<file path="src/rtl/button_pio_pkg.sv">
// Shared definitions for the button PIO servicer: register map, FSM encoding, event entry layout.
// The timestamp field exists only when BUTTON_EVT_TIMESTAMP_EN is defined.
package button_pio_pkg;

    localparam logic [1:0] PIO_ADDR_DATA = 2'd0;
    localparam logic [1:0] PIO_ADDR_MASK = 2'd2;
    localparam logic [1:0] PIO_ADDR_EDGE = 2'd3;

    // Button count of the PIO this slice is built against; the top's WIDTH must match it.
    localparam int BTN_WIDTH = 3;

    typedef enum logic [2:0] {
        ST_INIT     = 3'd0,
        ST_WAIT_IRQ = 3'd1,
        ST_RD_CAP   = 3'd2,
        ST_RD_CAP_W = 3'd3,
        ST_WR_CLR   = 3'd4,
        ST_RD_LVL   = 3'd5,
        ST_RD_LVL_W = 3'd6,
        ST_PUSH     = 3'd7
    } state_t;

    typedef struct packed {
        logic [BTN_WIDTH-1:0] edges;
        logic [BTN_WIDTH-1:0] levels;
`ifdef BUTTON_EVT_TIMESTAMP_EN
        logic [15:0]          timestamp;
`endif
    } evt_t;

endpackage

</file>
<file path="src/rtl/button_evt_fifo.sv">
// Synchronous first-word-fall-through FIFO; head entry visible the cycle after its push.
// Latency: 1 cycle push-to-visible. Backpressure: push ignored when full unless a pop frees the slot.
// Read data is forced to zero while empty.
module button_evt_fifo #(
    parameter int W     = 6,
    parameter int DEPTH = 4
) (
    input  logic         clk,
    input  logic         reset_n,
    input  logic         push,
    input  logic [W-1:0] wr_dat,
    input  logic         pop,
    output logic [W-1:0] rd_dat,
    output logic         full,
    output logic         empty
);
    localparam int PW = (DEPTH > 1) ? $clog2(DEPTH) : 1;

    logic [W-1:0]  mem [DEPTH];
    logic [PW-1:0] wr_ptr, rd_ptr;
    logic [PW:0]   count;
    logic          wr_en, rd_en;

    assign full   = (count == (PW+1)'(DEPTH));
    assign empty  = (count == '0);
    assign rd_en  = pop && !empty;
    assign wr_en  = push && (!full || rd_en);
    assign rd_dat = empty ? '0 : mem[rd_ptr];

    always_ff @(posedge clk) begin
        if (wr_en) mem[wr_ptr] <= wr_dat;
    end

    // DEPTH is a power of two, so pointers wrap naturally
    always_ff @(posedge clk or negedge reset_n) begin
        if (!reset_n) begin
            wr_ptr <= '0;
            rd_ptr <= '0;
            count  <= '0;
        end else begin
            if (wr_en) wr_ptr <= wr_ptr + PW'(1);
            if (rd_en) rd_ptr <= rd_ptr + PW'(1);
            case ({wr_en, rd_en})
                2'b10:   count <= count + (PW+1)'(1);
                2'b01:   count <= count - (PW+1)'(1);
                default: count <= count;
            endcase
        end
    end

endmodule

</file>
<file path="src/rtl/button_pio_irq_servicer.sv">
// Avalon-MM master owning the button PIO: programs irq_mask, drains edge_capture into an event FIFO.
// Latency: irq seen in WAIT_IRQ -> evt_valid 7 cycles later. Backpressure: evt_ready only stalls pops;
// a full FIFO drops events into overflow_cnt. BUTTON_EVT_TIMESTAMP_EN adds a per-event cycle timestamp.
module button_pio_irq_servicer
    import button_pio_pkg::*;
#(
    parameter int               WIDTH        = BTN_WIDTH,
    parameter int               FIFO_DEPTH   = 4,
    parameter logic [WIDTH-1:0] MASK_DEFAULT = '1
) (
    input  logic             clk,
    input  logic             reset_n,
    input  logic [WIDTH-1:0] cfg_mask,
    input  logic             cfg_mask_wr,
    output logic [1:0]       pio_address,
    output logic             pio_chipselect,
    output logic             pio_write_n,
    output logic [31:0]      pio_writedata,
    input  logic [31:0]      pio_readdata,
    input  logic             pio_irq,
    output logic             evt_valid,
    input  logic             evt_ready,
    output logic [WIDTH-1:0] evt_edges,
    output logic [WIDTH-1:0] evt_levels,
`ifdef BUTTON_EVT_TIMESTAMP_EN
    output logic [15:0]      evt_timestamp,
`endif
    output logic [7:0]       overflow_cnt,
    output logic             busy
);
    state_t           st, st_nxt;
    logic [WIDTH-1:0] mask_q;
    logic             mask_pend;
    logic [WIDTH-1:0] edges_q, levels_q;
    logic             fifo_full, fifo_empty, pop;
    evt_t             wr_evt, rd_evt;
    logic             unused_rd;

    assign unused_rd = ^pio_readdata[31:WIDTH];
    assign busy      = (st != ST_WAIT_IRQ);
    assign evt_valid = !fifo_empty;
    assign pop       = evt_valid && evt_ready;

`ifdef BUTTON_EVT_TIMESTAMP_EN
    logic [15:0] ts_cnt, ts_q;

    always_ff @(posedge clk or negedge reset_n) begin
        if (!reset_n) begin
            ts_cnt <= '0;
            ts_q   <= '0;
        end else begin
            ts_cnt <= ts_cnt + 16'd1;
            if (st == ST_WAIT_IRQ && st_nxt == ST_RD_CAP) ts_q <= ts_cnt;
        end
    end

    assign evt_timestamp = rd_evt.timestamp;
`endif

    always_comb begin
        st_nxt = st;
        case (st)
            // After reset the bus registers are idle, so INIT holds until its write is on the bus
            ST_INIT:     if (pio_chipselect && !pio_write_n) st_nxt = ST_WAIT_IRQ;
            ST_WAIT_IRQ: if (mask_pend) st_nxt = ST_INIT;
                         else if (pio_irq) st_nxt = ST_RD_CAP;
            ST_RD_CAP:   st_nxt = ST_RD_CAP_W;
            ST_RD_CAP_W: st_nxt = (pio_readdata[WIDTH-1:0] == '0) ? ST_WAIT_IRQ : ST_WR_CLR;
            ST_WR_CLR:   st_nxt = ST_RD_LVL;
            ST_RD_LVL:   st_nxt = ST_RD_LVL_W;
            ST_RD_LVL_W: st_nxt = ST_PUSH;
            ST_PUSH:     st_nxt = ST_WAIT_IRQ;
            default:     st_nxt = ST_INIT;
        endcase
    end

    always_ff @(posedge clk or negedge reset_n) begin
        if (!reset_n) st <= ST_INIT;
        else          st <= st_nxt;
    end

    // Bus strobes are registered from the next state so they line up with the access state itself
    always_ff @(posedge clk or negedge reset_n) begin
        if (!reset_n) begin
            pio_chipselect <= 1'b0;
            pio_write_n    <= 1'b1;
            pio_address    <= PIO_ADDR_DATA;
            pio_writedata  <= '0;
        end else begin
            pio_chipselect <= 1'b0;
            pio_write_n    <= 1'b1;
            pio_address    <= PIO_ADDR_DATA;
            pio_writedata  <= '0;
            case (st_nxt)
                ST_INIT: begin
                    pio_chipselect <= 1'b1;
                    pio_write_n    <= 1'b0;
                    pio_address    <= PIO_ADDR_MASK;
                    pio_writedata  <= 32'(mask_q);
                end
                ST_RD_CAP: begin
                    pio_chipselect <= 1'b1;
                    pio_address    <= PIO_ADDR_EDGE;
                end
                ST_WR_CLR: begin
                    pio_chipselect <= 1'b1;
                    pio_write_n    <= 1'b0;
                    pio_address    <= PIO_ADDR_EDGE;
                end
                ST_RD_LVL: pio_chipselect <= 1'b1;
                default: ;
            endcase
        end
    end

    // A pulse on the same cycle the pending write is taken re-arms it with the newer value
    always_ff @(posedge clk or negedge reset_n) begin
        if (!reset_n) begin
            mask_q    <= MASK_DEFAULT;
            mask_pend <= 1'b0;
        end else if (cfg_mask_wr) begin
            mask_q    <= cfg_mask;
            mask_pend <= 1'b1;
        end else if (st == ST_WAIT_IRQ && mask_pend) begin
            mask_pend <= 1'b0;
        end
    end

    always_ff @(posedge clk or negedge reset_n) begin
        if (!reset_n) begin
            edges_q      <= '0;
            levels_q     <= '0;
            overflow_cnt <= '0;
        end else begin
            if (st == ST_RD_CAP_W) edges_q  <= pio_readdata[WIDTH-1:0];
            if (st == ST_RD_LVL_W) levels_q <= pio_readdata[WIDTH-1:0];
            if (st == ST_PUSH && fifo_full && !pop && overflow_cnt != 8'hFF)
                overflow_cnt <= overflow_cnt + 8'd1;
        end
    end

    always_comb begin
        wr_evt        = '0;
        wr_evt.edges  = edges_q;
        wr_evt.levels = levels_q;
`ifdef BUTTON_EVT_TIMESTAMP_EN
        wr_evt.timestamp = ts_q;
`endif
    end

    button_evt_fifo #(
        .W     ($bits(evt_t)),
        .DEPTH (FIFO_DEPTH)
    ) u_fifo (
        .clk     (clk),
        .reset_n (reset_n),
        .push    (st == ST_PUSH),
        .wr_dat  (wr_evt),
        .pop     (pop),
        .rd_dat  (rd_evt),
        .full    (fifo_full),
        .empty   (fifo_empty)
    );

    assign evt_edges  = rd_evt.edges;
    assign evt_levels = rd_evt.levels;

endmodule

</file>
<file path="config.mk">
export PLATFORM = sky130hd
export DESIGN_NAME = button_pio_irq_servicer
export DESIGN_NICKNAME = d
export VERILOG_FILES = /design/src/rtl/button_pio_pkg.sv /design/src/rtl/button_evt_fifo.sv /design/src/rtl/button_pio_irq_servicer.sv
export SDC_FILE = /design/constraint.sdc
export NUM_CORES = 1
export LEC_CHECK = 0
export ABC_AREA = 1
export CELL_PAD_IN_SITES_DETAIL_PLACEMENT = 1
export CELL_PAD_IN_SITES_GLOBAL_PLACEMENT = 2
export CORE_MARGIN = 3
export CORE_UTILIZATION = 30
export DETAILED_ROUTE_END_ITERATION = 16
export PLACE_DENSITY = 0.92
export SETUP_SLACK_MARGIN = 0.15
export SLEW_MARGIN = 5
export SYNTH_ARGS = -nofsm -noshare
export SYNTH_HDL_FRONTEND = slang
export SYNTH_SLANG_ARGS = --single-unit
</file>
<file path="constraint.sdc">
create_clock -name clk -period 4.7 [get_ports clk]
set_input_delay 0.94 -clock clk [delete_from_list [all_inputs] [get_ports clk]]
set_output_delay 0.94 -clock clk [all_outputs]
set_load 0.01 [all_outputs]
</file>
==> summary.txt <==
Run status
  – Status: finished, final reports clean

Floorplan
  – Starting Density: 31.8%
  – Die area: 0.0107 mm²
  – Area of the core: 0.00898 mm²
  – Die Wd: 104 µm
  – Row cnt: 34
  – Num ports: 92
  – Die extent in y: 104 µm

Placed design
  – Post-DP HPWL: 4.28 mm
  – DP Area: 0.00321 mm²
  – IO Port Bufs: 33
  – DP Cell Count: 448
  – Dpl ws: 1.73 ns
  – RePlAce Congestion: 0.699

Yosys
  – Synth top area cells: dfrtp_1 27%, edfxtp_1 25%, buf_4 7.6%
  – Ys Warns: 0
  – Syn_area_per_cell: 9.75 µm²
  – Post-synth top area cell: dfrtp_1
  – EDFF count, synth: 24
  – Top-count cell post-synth: nand2_1
  – Register area share after synthesis: 56.1%
  – Most instantiated cells after synthesis: 48 x nand2_1, 47 x nor2_1, 36 x inv_1
  – Asr flop ratio synth: 59.3%
  – Register bit total from synthesis: 59
  – Synth unique cells: 28
  – Post-Syn Area: 0.00286 mm²
  – Yosys top cell area share: 27.2%
  – Top FF cell, synth: dfrtp_1
  – Post-synthesis cell count: 293

Power
  – Peak VDD IR: 0.000244 V
  – Leak Pwr: 0.00151 µW
  – Pwr dens: 574 mW/mm²

Timing
  – # setup viols final: 0
  – Slew Viols, Final: 0
  – Worst slew margin: 59.3%
  – Clock skew: 0.00701 ns
  – Final hold violations: 0
  – Worst setup margin: 1.61 ns
  – Fin crit period: 3.09 ns
  – Slew at the pin closest to its max-slew limit: 0.608 ns
  – Period utilisation layout: 65.8%
  – RSZ-0062 raised after global routing: false
  – Max frequency: 323 MHz
  – Post-route setup TNS: 0 ns

Layout
  – Fillcell total: 1055
  – Nets: 380
  – Area grow syn2layout: 19.3%
  – Layout cells sized above 1: 8.58%
  – Ant. Diodes: 0
  – Fin area: 0.00341 mm²
  – Cell Count, Final, Fillers Out: 464

Global route
  – Grt ovf: 0
  – First-pass GRT wire length: 9.87 mm
  – Largest net degree at the start of global routing: 36
  – Initial antenna violation count: 0
  – GRT Overall Usage: 11.4%
  – Number of global-route vias before repair: 2064

Min path
  – Hold Path End: mask_q[0]$_DFFE_PN1P_
  – Hold path start: mask_q[0]$_DFFE_PN1P_
  – Hold Crit Class: register to register
  – WHS Path Cells: 2

Route
  – DRT iter0 DRCs: 139
  – DR vias: 1925
  – Residual DRC count: 0
  – Vias per Instance: 4.15
  – Post-route ant nets: 0
  – WL/cell: 12.5 µm
  – Final wirelength: 5.80 mm
  – DRT Pass-1 Iters: 6

Critical path
  – R2R Path End: u_fifo.count[2]$_DFFE_PN0P_
  – Reg2Reg Setup Slack: 2.60 ns
  – CP endpoint kind: output port
  – WS Path Type: register to output port
  – Slowest stage delay, CP: 0.57 ns
  – Critical path's slowest cell: clkdlybuf4s50_1
  – Buffers & Inverters on Critical Path: 2
  – CP max FO: 14
  – Reg2reg start: u_fifo.count[0]$_DFFE_PN0P_
  – Critical path data arrival time: 2.15 ns
  – Cells along the critical path: inv_1 -> o21ai_0 -> a21oi_1 -> clkdlybuf4s50_1
  – R2R depth: 10
  – CP Launch Type: register
  – Worst Path Required: 3.76 ns
  – Top delay family on crit path: buffers and inverters

Clock tree
  – Root Buffer Master: clkbuf_8
  – Post-CTS setup buffers: 0
  – CTS Buf Count: 9
  – Post-CTS sizing: 0
  – Worst-path clk slew: 0.07 ns
  – TritonCTS clock tree: yes
  – Clk buf depth: 2
  – CTS Sinks: 59
  – Clock Latency Late Sink: 0.33 ns
  – H-tree depth: 3
  – CTS Hold Bufs: 0

Flow run
  – Number of max-cap violations: 0
flip-flops by register name, summed over array words and instances, names as in the netlist:
| signal | cells |
|---|---|
| pio_write_n | 1 |
| levels_q | 3 |
| st | 3 |
| u_fifo.count | 3 |
| u_fifo.rd_ptr | 2 |
| u_fifo.mem | 24 |
| pio_chipselect | 1 |
| mask_q | 3 |
| pio_writedata | 3 |
| overflow_cnt | 8 |
| edges_q | 3 |
| pio_address | 2 |
| u_fifo.wr_ptr | 2 |
| mask_pend | 1 |
routing by layer:
layer	vias up	GRT usage, %	wire, µm
li1	945	-	-
met5	-	0	0
met2	58	19.3	2910
met3	11	2.55	269
met4	0	5.89	116
met1	911	13.6	2500
cells by family (layout without fill, tap and decap cells):
group	count (synthesis)	after routing	share of synthesized area (%)
AOI/OAI and AO/OA	41	41	9.11
xor gates and xnor gates	10	10	3.07
adders and majority gates	7	7	3.33
buffers and inverters	69	86	13.2
DFF	59	59	56.1
other	1	29	0.131
and+or+nand+nor	106	106	15.1
area by class of cell:
type	instances	area (µm²)	share of cell area (%)
clock buffers	10	138	4.04
repair buffers	34	338	9.92
inverters	36	135	3.97
flip-flops and latches	59	1600	47.0
multi-input cells	193	982	28.8
well taps	126	158	4.63
clock inverters	6	55.1	1.62
layout by cell type, fill, tap and decap left out, types with 2 or more instances in the layout:
master            n
nand3_1           4
clkbuf_8         10
xor2_1            6
dfstp_2           4
inv_1            36
nand3_2           2
clkdlybuf4s50_1  33
xnor2_1           4
nor2_1           47
ha_1              6
conb_1           29
nor3_1            2
nand2_1          48
clkinv_1          2
edfxtp_1         24
dfrtp_1          31
a21oi_1           9
clkinv_2          2
o21ai_2           3
o21ai_0          25
worst max path at each step:
stage	start	to	slack, ns	depth (start not counted)
finish	u_fifo.rd_ptr[0]$_DFFE_PN0P_	evt_levels[2]	1.61	4
floorplan	evt_ready	u_fifo.count[2]$_DFFE_PN0P_	2.38	9
CTS	u_fifo.rd_ptr[0]$_DFFE_PN0P_	evt_levels[2]	1.56	4
global route	u_fifo.rd_ptr[0]$_DFFE_PN0P_	evt_edges[0]	1.43	4
global placement	evt_ready	u_fifo.count[2]$_DFFE_PN0P_	1.79	10
detailed placement	evt_ready	u_fifo.count[2]$_DFFE_PN0P_	1.73	10
tightest hold or removal path: stages, from the launching register on:
cell     delay [ns]
dfstp_2        0.36
inv_1          0.06
o21ai_0        0.07
power breakdown:
| part | switching (µW) | internal [µW] | total [µW] | leakage [µW] |
|---|---|---|---|---|
| sequential | 119 | 688 | 808 | 0.000647 |
| combinational | 386 | 311 | 697 | 0.000766 |
| clock | 196 | 254 | 449 | 0.0000971 |
metrics by stage:
stage,hold WS [ns],utilization (%),power [µW]
2_1_floorplan,0.460,-,1230
3_3_place_gp,0.475,35.8,1470
3_5_place_dp,0.491,35.8,1520
4_1_cts,0.499,38.0,1990
5_1_grt,0.523,38.0,2110
6_report,0.492,38.0,1950
Note: power is estimated with default switching activity, not from simulation.
